### src/rtl/hex_scan_mux.sv
// Multiplexed hex display driver: scans N_DIGITS seven-segment digits from a
// load-strobed shadow register, with per-digit decimal point, blanking and
// optional leading-zero suppression. an/sseg are registered outputs.
module hex_scan_mux #(
  parameter int N_DIGITS     = 4,
  parameter int REFRESH_BITS = 18,
  parameter int ACTIVE_LOW   = 1
) (
  input  logic                  clk,
  input  logic                  reset,
  input  logic [4*N_DIGITS-1:0] hex_in,
  input  logic [N_DIGITS-1:0]   dp_in,
  input  logic [N_DIGITS-1:0]   blank_in,
  input  logic                  load,
  input  logic                  lz_en,
  output logic [N_DIGITS-1:0]   an,
  output logic [7:0]            sseg
);

  localparam int                 IDX_W    = (N_DIGITS > 1) ? $clog2(N_DIGITS) : 1;
  localparam logic [IDX_W-1:0]   IDX_LAST = IDX_W'(N_DIGITS - 1);
  localparam logic               POL_LOW  = (ACTIVE_LOW != 0);
  // "Off" patterns double as the polarity masks: XOR with them converts
  // active-high values into the configured output polarity.
  localparam logic [N_DIGITS-1:0] AN_OFF   = {N_DIGITS{POL_LOW}};
  localparam logic [7:0]          SSEG_OFF = {8{POL_LOW}};

  // Active-high segment pattern {g,f,e,d,c,b,a} for one hex digit.
  function automatic logic [6:0] seg_decode(input logic [3:0] value);
    logic [6:0] seg;
    case (value)
      4'h0:    seg = 7'h3F;
      4'h1:    seg = 7'h06;
      4'h2:    seg = 7'h5B;
      4'h3:    seg = 7'h4F;
      4'h4:    seg = 7'h66;
      4'h5:    seg = 7'h6D;
      4'h6:    seg = 7'h7D;
      4'h7:    seg = 7'h07;
      4'h8:    seg = 7'h7F;
      4'h9:    seg = 7'h6F;
      4'hA:    seg = 7'h77;
      4'hB:    seg = 7'h7C;
      4'hC:    seg = 7'h39;
      4'hD:    seg = 7'h5E;
      4'hE:    seg = 7'h79;
      default: seg = 7'h71;
    endcase
    return seg;
  endfunction

  logic [REFRESH_BITS-1:0] cnt_q, cnt_d;
  logic                    tick;
  logic [IDX_W-1:0]        idx_q, idx_d;
  logic [4*N_DIGITS-1:0]   hex_q, hex_d;
  logic [N_DIGITS-1:0]     dp_q, dp_d;
  logic [N_DIGITS-1:0]     blank_q, blank_d;
  logic [N_DIGITS-1:0]     an_q, an_d;
  logic [7:0]              sseg_q, sseg_d;

  logic [N_DIGITS-1:0]     lead_zero;
  logic                    zero_run;
  logic [3:0]              sel_hex;
  logic                    sel_dp;
  logic                    sel_blank;
  logic                    sel_lz;
  logic [N_DIGITS-1:0]     an_hi;
  logic [6:0]              seg_hi;

  // Refresh prescaler and digit index: advance one digit per counter wrap.
  always_comb begin
    // NOTE: every always_comb output gets a default first so no path can
    // leave it unassigned and infer a latch.
    cnt_d = cnt_q + REFRESH_BITS'(1);
    tick  = &cnt_q;
    idx_d = idx_q;
    if (tick) begin
      idx_d = (idx_q == IDX_LAST) ? '0 : idx_q + IDX_W'(1);
    end
  end

  // Shadow registers follow the inputs only on a load strobe, so a digit
  // never shows a half-updated value.
  always_comb begin
    hex_d   = hex_q;
    dp_d    = dp_q;
    blank_d = blank_q;
    if (load) begin
      hex_d   = hex_in;
      dp_d    = dp_in;
      blank_d = blank_in;
    end
  end

  // lead_zero[i] is set when digit i and every digit above it are zero.
  always_comb begin
    lead_zero = '0;
    zero_run  = 1'b1;
    for (int i = N_DIGITS - 1; i >= 0; i--) begin
      zero_run     = zero_run & (hex_q[4*i +: 4] == 4'h0);
      lead_zero[i] = zero_run;
    end
  end

  // Select the scanned digit and build the next an/sseg values.
  always_comb begin
    sel_hex   = '0;
    sel_dp    = 1'b0;
    sel_blank = 1'b0;
    sel_lz    = 1'b0;
    an_hi     = '0;
    for (int i = 0; i < N_DIGITS; i++) begin
      if (idx_q == IDX_W'(i)) begin
        sel_hex   = hex_q[4*i +: 4];
        sel_dp    = dp_q[i];
        sel_blank = blank_q[i];
        // Digit 0 is never suppressed so a zero value still shows "0".
        sel_lz    = (i != 0) && lead_zero[i];
        an_hi[i]  = 1'b1;
      end
    end
    // lz_en is used live; dp is kept even on blanked or suppressed digits.
    seg_hi = (sel_blank || (lz_en && sel_lz)) ? 7'h00 : seg_decode(sel_hex);
    an_d   = an_hi ^ AN_OFF;
    sseg_d = {sel_dp, seg_hi} ^ SSEG_OFF;
  end

  // Counter and index registers; reset restarts the scan at digit 0.
  always_ff @(posedge clk) begin
    // NOTE: state is updated with non-blocking assignments so every register
    // samples pre-edge values regardless of statement order.
    if (reset) begin
      cnt_q <= '0;
      idx_q <= '0;
    end else begin
      cnt_q <= cnt_d;
      idx_q <= idx_d;
    end
  end

  // Shadow data registers.
  always_ff @(posedge clk) begin
    if (reset) begin
      hex_q   <= '0;
      dp_q    <= '0;
      blank_q <= '0;
    end else begin
      hex_q   <= hex_d;
      dp_q    <= dp_d;
      blank_q <= blank_d;
    end
  end

  // Output registers: one cycle behind index and shadow contents.
  always_ff @(posedge clk) begin
    if (reset) begin
      an_q   <= AN_OFF;
      sseg_q <= SSEG_OFF;
    end else begin
      an_q   <= an_d;
      sseg_q <= sseg_d;
    end
  end

  assign an   = an_q;
  assign sseg = sseg_q;

endmodule
### config.mk
export PLATFORM = sky130hd
export DESIGN_NAME = hex_scan_mux
export DESIGN_NICKNAME = d
export VERILOG_FILES = /design/src/rtl/hex_scan_mux.sv
export SDC_FILE = /design/constraint.sdc
export NUM_CORES = 1
export LEC_CHECK = 0
export BUFFER_PORTS_ARGS = -buffer_cell sky130_fd_sc_hd__buf_2
export CAP_MARGIN = 20
export CORE_MARGIN = 10
export CORE_UTILIZATION = 33
export DETAILED_ROUTE_END_ITERATION = 16
export SLEW_MARGIN = 20
export SYNTH_ARGS = -nofsm -noshare
export SYNTH_HDL_FRONTEND = slang
export SYNTH_SLANG_ARGS = --single-unit
### constraint.sdc
create_clock -name clk -period 3.6 [get_ports clk]
set_clock_uncertainty 0.2 [all_clocks]
set_input_delay 0.18 -clock clk [delete_from_list [all_inputs] [get_ports clk]]
set_output_delay 0.18 -clock clk [all_outputs]
set_load 0.005 [all_outputs]
==> results of run 1 <==
## cell usage in the layout (no fill, tap or decap), drive strengths merged, types with 2 or more instances in the layout
master        n
buf          39
inv          12
or3           3
nand4         4
nor2         49
clkbuf        6
nand3         7
nor3b         3
nand2b        6
nand3b        6
o211ai        3
ha           11
a221oi        2
a211oi        5
o21ai         5
o221ai        2
nand2        16
xor2          8
nor3          4
dfxtp        56
xnor2         8
a21oi        10
dlygate4sd3  24
mux2i        25
nor4          3
a31oi         2
## worst max-delay path, stage by stage, from the launching register on
cell                       delay (ps)
sky130_fd_sc_hd__dfxtp_1          410
sky130_fd_sc_hd__inv_1             90
sky130_fd_sc_hd__ha_1             360
sky130_fd_sc_hd__a21oi_1          160
sky130_fd_sc_hd__o21ai_0          100
sky130_fd_sc_hd__a22oi_1          450
sky130_fd_sc_hd__inv_1            170
sky130_fd_sc_hd__ha_1             250
sky130_fd_sc_hd__inv_1             80
sky130_fd_sc_hd__nor2_1            60
sky130_fd_sc_hd__a21oi_1          160
sky130_fd_sc_hd__o211ai_1          90
## through the flow
stage                     power [W]  utilization [%]
final                      0.001207            42.77
after global routing       0.001268            42.77
after CTS                  0.001225            42.77
after detailed placement  0.0007960            38.00
after global placement    0.0007940            38.00
after floorplan           0.0007533                -
## sequential cells by signal, indices dropped and copies added (netlist names)
register / cells
an: 4
blank_q: 4
cnt_q: 18
dp_q: 4
hex_q: 16
idx_q: 2
sseg: 8
## final timing paths
kind              depth (start not counted)                   from  slack [ps]                   to
setup / recovery                         11  idx_q[0]$_SDFFE_PP0P_         890   sseg[5]$_SDFF_PP1_
hold / removal                            1    cnt_q[0]$_SDFF_PP0_         270  cnt_q[0]$_SDFF_PP0_
hold reg to reg                           1    cnt_q[0]$_SDFF_PP0_         270  cnt_q[0]$_SDFF_PP0_
setup reg to reg                         11  idx_q[0]$_SDFFE_PP0P_         890   sseg[5]$_SDFF_PP1_
## routing by layer
| layer | track usage (%) | share of wire, % | up-vias |
|---|---|---|---|
| met5 | 0 | 0 | - |
| met4 | 3.149 | 1.2 | 0 |
| met3 | 2.635 | 5.7 | 4 |
| met2 | 13.66 | 42 | 53 |
| met1 | 13.38 | 51 | 919 |
| li1 | - | - | 1044 |
## power by group through the flow
stage               Sequential (W)  Combinational, W  Clock [W]
finish                    0.000664          0.000137   0.000405
detailed placement        0.000679          0.000117          0
global route              0.000668          0.000155   0.000446
global placement          0.000678          0.000116          0
floorplan                 0.000675         0.0000784          0
CTS                       0.000664          0.000139   0.000422
## layout make-up
cell class                      count  area [um^2]
Clock inverter                      2        38.79
Tap cell                           99        123.9
Clock buffer                        6        72.57
Timing Repair Buffer               63        435.4
Sequential cell                    56         1121
Inverter                           11        41.29
Multi-Input combinational cell    193         1319
Fill cell                         758         4218
## repair_timing
item	in CTS	in global routing
gates resized for setup	0	0
endpoints found under the hold margin	24	0
buffers inserted	0	0
hold buffers	24	0
## cells by family (layout without fill, tap and decap cells)
family | after synthesis | count (layout)
XOR/XNOR | 16 | 16
adder cells (fa/ha/maj) | 11 | 11
flip-flops | 56 | 56
buffers and inverters | 25 | 82
AO/OA/AOI/OAI | 34 | 34
AND/OR/NAND/NOR | 107 | 107
multiplexers | 25 | 25
==> run summary, run 1 <==
==================================================================================================
Syn Std Cell Area                                                                     0.002535 mm^2
Max-Cap Viols                                                                                    0
Area grow syn2layout                                                                        24.33%
Fraction of the yosys area taken by sequential cells                                        44.23%
Clock transition time at the flip-flop clock pins of the worst setup and hold paths         100 ps
Overflow left after global routing                                                               0
Clock Path Buffers                                                                               2
Area fraction in compound gates after synthesis                                             9.279%
Wire length of the first global-routing pass                                              9.163 mm
Combinational family with the most area after synthesis                               simple AND/OR/NAND/NOR gates
Most used standard cells in the synthesized netlist                                   sky130_fd_sc_hd__dfxtp_1 (56), sky130_fd_sc_hd__nor2_1 (49), sky130_fd_sc_hd__mux2i_1 (25), sky130_fd_sc_hd__nand2_1 (16), sky130_fd_sc_hd__clkbuf_1 (12)
Library cell with the highest instance count after synthesis                          sky130_fd_sc_hd__dfxtp_1
Final routed wire length divided by cell count                                            12.57 um
Die Y-Extent                                                                              107.6 um
Total inserted antenna cells                                                                     0
Hold Path Class                                                                            reg2reg
Power Dens Cells                                                                      382.9 mW/mm^2
Remaining max-slew budget at the tightest pin                                               35.57%
Critical Setup Path Class                                                                  reg2reg
Number of global-route vias before repair                                                     1940
Final setup vio count                                                                            0
Synthesized netlist net count                                                                  313
Post-route antenna net violation count                                                           0
Total Routed Length                                                                       5.403 mm
Kind of start point of the critical path                                                  register
Outcome                                                                               complete, no violations
Syn avg cell area                                                                       9.252 um^2
Switching Share                                                                             22.95%
Library cell with the largest summed area after synthesis                             sky130_fd_sc_hd__dfxtp_1
Worst endpoint required time                                                               3570 ps
Post-place setup slack                                                                    938.7 ps
Final number of max-transition violations                                                        0
Number of nets in the layout                                                                   369
Adder-cell share of the synthesized area                                                    5.429%
Lkg Pwr                                                                                   1.309 nW
Transition at the pin with the smallest max-transition slack                              966.4 ps
Horiz. Die Dim                                                                            107.6 um
Share of layout cells above drive strength 1                                                16.31%
Flop pwr share                                                                               55.0%
Highest clock frequency the design can meet                                              368.5 MHz
Simple-gate share of the synthesized area                                                   21.92%
Residual DRC count                                                                               0
Fraction of post-synthesis cell area in the top cell type by area                           44.23%
Maximum vdd ir drop                                                                      0.1566 mV
Ys async rst share                                                                              0%
Gate Count Post-Synth                                                                          274
Net Sw Power                                                                           0.0002770 W
Die area                                                                              0.01159 mm^2
Fraction of synthesized area in multiplexers                                                9.872%
Kind of end point of the critical path                                                    register
Sum Neg Setup Slack                                                                           0 ps
Clock root buffer                                                                     sky130_fd_sc_hd__clkbuf_8
Drt first pass iters                                                                             4
Starting density of the core                                                                34.40%
GRT Overall Usage                                                                           9.544%
Final worst-path cycle share                                                                75.38%
Fin. Hold Viols                                                                                  0
Warning count from the yosys run                                                                 0
Top cells by area in the synthesized netlist                                          sky130_fd_sc_hd__dfxtp_1 (44%), sky130_fd_sc_hd__mux2i_1 (9.9%), sky130_fd_sc_hd__nor2_1 (7.3%), sky130_fd_sc_hd__ha_1 (5.4%), sky130_fd_sc_hd__xnor2_1 (2.8%)
Shortest period the worst path allows                                                      2714 ps
Clock tree from TritonCTS                                                                    built
Number of flops mapped to enable cells by yosys                                                  0
Share of the synthesized netlist area taken by xor and xnor gates                           5.528%
Number of H-tree branching levels                                                                2
Cts bufs inserted                                                                                5
Total of buffers placed on input and output ports                                               39
Count of pins on the block boundary                                                             40
Non-filler instance count after layout                                                         430
Average vias per placed instance                                                             4.698
Worst hold slack after final layout                                                       267.7 ps
Number of antenna violations at the first check in global routing                                0
Share of power burned in the clock network                                                   33.6%
Critical-path maximum fanout                                                                    14
Number of sinks driven by the clock tree                                                        56
FP Rows                                                                                         31
Arrival time at the worst endpoint                                                         2680 ps
Core box area                                                                         0.007370 mm^2
Largest net degree at the start of global routing                                               51
Sum of net half-perimeters after detailed placement                                       3.906 mm
Final instance area                                                                   0.003152 mm^2
Distinct cells, synth                                                                           44
Number of storage elements in the synthesis netlist                                             56
Vias                                                                                          2020
Cell area reported after detailed placement                                           0.002800 mm^2
RSZ-0062 raised after global routing                                                         false
Last weighted congestion value of the routability-driven placer                             0.7028
Smallest setup slack after layout                                                         886.3 ps
Share of total power in combinational logic                                                  11.4%
Clock Latency Late Sink                                                                     300 ps
Top_reg_cell synth                                                                    sky130_fd_sc_hd__dfxtp_1
Cell total after placement                                                                     398
Internal power                                                                         0.0009298 W
Number of violations reported at the end of detailed-routing iteration 0                        81
==================================================================================================
Note: power is estimated with default switching activity, not from simulation.
==> inputs of run 2 (changes only) <==
--- a/config.mk
+++ b/config.mk
@@ -5,6 +5,7 @@
 export SDC_FILE = /design/constraint.sdc
 export NUM_CORES = 1
 export LEC_CHECK = 0
+export ABC_AREA = 1
 export BUFFER_PORTS_ARGS = -buffer_cell sky130_fd_sc_hd__buf_2
 export CAP_MARGIN = 20
 export CORE_MARGIN = 10
==> constraint.sdc (replaced) <==
create_clock -name clk -period 2.7 [get_ports clk]
set_clock_uncertainty 0.2 [all_clocks]
set_input_delay 0.135 -clock clk [delete_from_list [all_inputs] [get_ports clk]]
set_output_delay 0.135 -clock clk [all_outputs]
set_load 0.005 [all_outputs]
==> run summary, run 2 <==
==================================================================================================
Total of buffers placed on input and output ports                                               39
Max stage delay cell, worst path                                                      sky130_fd_sc_hd__ha_1
Gate family responsible for the most delay along the worst path                       simple AND/OR/NAND/NOR gates
Final number of max-transition violations                                                        0
Critical-path maximum fanout                                                                     9
Reg2Reg Capture Point                                                                 sseg[3]$_SDFF_PP1_
Critical Setup Path Class                                                                  reg2reg
Max stage delay on crit path                                                                400 ps
Arrival time at the worst endpoint                                                         2340 ps
Fraction of the yosys area taken by sequential cells                                        40.89%
Overflow left after global routing                                                               0
Core box area                                                                         0.008134 mm^2
Die Y-Extent                                                                              111.1 um
Power Dens Cells                                                                      468.4 mW/mm^2
Syn avg cell area                                                                       7.330 um^2
Area grow syn2layout                                                                        23.41%
Ys async rst share                                                                              0%
Count of pins on the block boundary                                                             40
Most used standard cells in the synthesized netlist                                   sky130_fd_sc_hd__nand2_1 (71), sky130_fd_sc_hd__dfxtp_1 (56), sky130_fd_sc_hd__nor2_1 (49), sky130_fd_sc_hd__inv_1 (35), sky130_fd_sc_hd__a21oi_1 (30)
Gate Count Post-Synth                                                                          374
Register with the most flip-flops                                                            cnt_q
Maximum vdd ir drop                                                                      0.2622 mV
Outcome                                                                               complete, no violations
Number of antenna violations at the first check in global routing                                0
Average vias per placed instance                                                             4.562
Library cell with the highest instance count after synthesis                          sky130_fd_sc_hd__nand2_1
Vias                                                                                          2477
Flip-flop and latch area                                                              0.001121 mm^2
R2R Path Start                                                                        idx_q[0]$_SDFFE_PP0P_
Origin of the worst min-delay path                                                            load
Sequence of cells on the critical path                                                inv_1 > ha_1 > inv_2 > nand3_1 > nand2_1 > nand2_1 > inv_1 > ha_1 > nand3b_1 > nand3_1 > nand3_1
Number of storage elements in the synthesis netlist                                             56
Worst hold slack after final layout                                                       46.25 ps
Total Routed Length                                                                       6.568 mm
Clock Path Buffers                                                                               2
Flop pwr share                                                                               56.0%
Setup slack on the worst flop-to-flop path                                                  370 ps
Number of violations reported at the end of detailed-routing iteration 0                        66
Worst setup path endpoint                                                             sseg[3]$_SDFF_PP1_
Cts bufs inserted                                                                                5
Number of flops mapped to enable cells by yosys                                                  0
GRT Overall Usage                                                                           10.78%
Max FFs per register                                                                            18
Cell type with the highest occurrence count on the critical path                      sky130_fd_sc_hd__nand3_1
Final core utilization                                                                      41.59%
Kind of start point of the critical path                                                  register
Smallest setup slack after layout                                                         371.8 ps
Distinct cells, synth                                                                           33
Last weighted congestion value of the routability-driven placer                             0.8471
Hold Path Class                                                                             in2reg
Fin. Hold Viols                                                                                  0
RSZ-0062 raised after global routing                                                         false
Sum Neg Setup Slack                                                                           0 ps
Cell area reported after detailed placement                                           0.003039 mm^2
Top_reg_cell synth                                                                    sky130_fd_sc_hd__dfxtp_1
Kind of end point of the critical path                                                    register
Most common cell after layout, fill and taps aside                                    sky130_fd_sc_hd__nand2_1
FP Rows                                                                                         33
Highest clock frequency the design can meet                                              429.5 MHz
Number of H-tree branching levels                                                                2
Remaining max-slew budget at the tightest pin                                               69.44%
Internal power                                                                          0.001151 W
Post-route antenna net violation count                                                           0
Wire length of the first global-routing pass                                              11.37 mm
Warning count from the yosys run                                                                 0
FF-to-FF path depth                                                                             11
Clock root buffer                                                                     sky130_fd_sc_hd__clkbuf_8
Share of total power in combinational logic                                                  13.1%
Starting density of the core                                                                33.70%
Total inserted antenna cells                                                                     0
Residual DRC count                                                                               0
Top cells by area in the synthesized netlist                                          sky130_fd_sc_hd__dfxtp_1 (41%), sky130_fd_sc_hd__nand2_1 (9.7%), sky130_fd_sc_hd__nor2_1 (6.7%), sky130_fd_sc_hd__a21oi_1 (5.5%), sky130_fd_sc_hd__nand3_1 (5.3%)
Post-place setup slack                                                                    396.6 ps
Cell depth of the worst setup path                                                              11
Final worst-path cycle share                                                                86.23%
Clock Latency Late Sink                                                                     320 ps
Final setup vio count                                                                            0
Library cell with the largest summed area after synthesis                             sky130_fd_sc_hd__dfxtp_1
Commonest non-fill, non-tap cells in the layout                                       sky130_fd_sc_hd__nand2_1 (71), sky130_fd_sc_hd__dfxtp_1 (56), sky130_fd_sc_hd__nor2_1 (49), sky130_fd_sc_hd__buf_2 (39), sky130_fd_sc_hd__inv_1 (35)
Net Sw Power                                                                           0.0004334 W
Worst endpoint required time                                                               2720 ps
Transition at the pin with the smallest max-transition slack                              454.9 ps
Clock transition time at the flip-flop clock pins of the worst setup and hold paths         110 ps
Drt first pass iters                                                                             4
Share of layout cells above drive strength 1                                                19.63%
Switching Share                                                                             27.35%
Final instance area                                                                   0.003383 mm^2
Max-Cap Viols                                                                                    0
Clock tree from TritonCTS                                                                    built
Multi-input gate area in the final layout                                             0.001414 mm^2
Fraction of post-synthesis cell area in the top cell type by area                           40.89%
Sum of net half-perimeters after detailed placement                                       4.871 mm
Number of nets in the layout                                                                   476
CP bufs+invs                                                                                     3
Syn Std Cell Area                                                                     0.002741 mm^2
Lkg Pwr                                                                                   1.409 nW
Shortest period the worst path allows                                                      2328 ps
Number of sinks driven by the clock tree                                                        56
Filler cells                                                                                   833
Synthesized netlist net count                                                                  413
# Post-CTS Setup Buffers                                                                         0
Die area                                                                              0.01235 mm^2
Number of global-route vias before repair                                                     2419
Share of power burned in the clock network                                                   30.9%
Final routed wire length divided by cell count                                            12.10 um
Horiz. Die Dim                                                                            111.1 um
Largest net degree at the start of global routing                                               29
Launching instance or port of the critical path                                       idx_q[0]$_SDFFE_PP0P_
==================================================================================================
-- run 2: cell count changes after synthesis, moves of 21 or more --
| cell | before | now |
|---|---|---|
| sky130_fd_sc_hd__a21oi_1 | 9 | 30 |
| sky130_fd_sc_hd__inv_1 | 11 | 35 |
| sky130_fd_sc_hd__mux2i_1 | 25 | 0 |
| sky130_fd_sc_hd__nand2_1 | 16 | 71 |
| sky130_fd_sc_hd__nand3_1 | 4 | 29 |
| sky130_fd_sc_hd__o21ai_0 | 3 | 29 |
-- run 2: stage by stage --
step | total power, W | cells
after floorplan | 0.001019 | 374
after global placement | 0.001086 | 510
after detailed placement | 0.001088 | 510
after CTS | 0.001614 | 543
after global routing | 0.001679 | 543
final | 0.001585 | 543
-- run 2: worst min-delay path by stage --
stage                               to  slack (ps)  depth (start not counted)
4_1_cts          hex_q[0]$_SDFFE_PP0P_          40                          3
3_5_place_dp   blank_q[0]$_SDFFE_PP0P_         170                          3
5_1_grt          hex_q[0]$_SDFFE_PP0P_          70                          3
6_report         hex_q[0]$_SDFFE_PP0P_          50                          3
2_1_floorplan      cnt_q[5]$_SDFF_PP0_          10                          1
3_3_place_gp     hex_q[3]$_SDFFE_PP0P_         160                          3
-- run 2: layout make-up --
class | count | area share, %
Multi-Input combinational cell | 266 | 41.79
Clock buffer | 5 | 2.034
Tap cell | 105 | 3.883
Sequential cell | 56 | 33.14
Clock inverter | 3 | 0.7396
Timing Repair Buffer | 66 | 13.61
Inverter | 42 | 4.808
-- run 2: tightest hold or removal path: stages --
cell and delay (ps):
sky130_fd_sc_hd__buf_2 180, sky130_fd_sc_hd__o21ai_0 180, sky130_fd_sc_hd__nor2_1 40
-- run 2: power by group through the flow --
stage          Combinational [W]  Sequential [W]  Clock (W)
2_1_floorplan           0.000116        0.000904          0
3_3_place_gp            0.000180        0.000906          0
3_5_place_dp            0.000181        0.000907          0
4_1_cts                 0.000210        0.000888   0.000516
5_1_grt                 0.000236        0.000893   0.000550
6_report                0.000208        0.000887   0.000489
-- run 2: logic make-up (layout without fill, tap and decap cells) --
family | Yosys count | count (layout) | synth area share [%]
XOR/XNOR | 2 | 2 | 0.6391
buffers and inverters | 52 | 116 | 7.531
AO/OA/AOI/OAI | 65 | 65 | 12.83
adder cells (fa/ha/maj) | 11 | 11 | 5.020
flip-flops | 56 | 56 | 40.89
AND/OR/NAND/NOR | 188 | 188 | 33.09
-- run 2: layer usage --
metal	vias up	GRT usage [%]	wire (um)
met3	6	3.030	210
met4	0	2.571	64
met5	-	0	0
met2	28	19.06	3281
met1	1118	12.50	3011
li1	1325	-	-
-- run 2: repair_timing --
action | in CTS | in global routing
hold buffers | 25 | 0
resized for setup | 0 | 0
hold endpoints to repair | 34 | 0
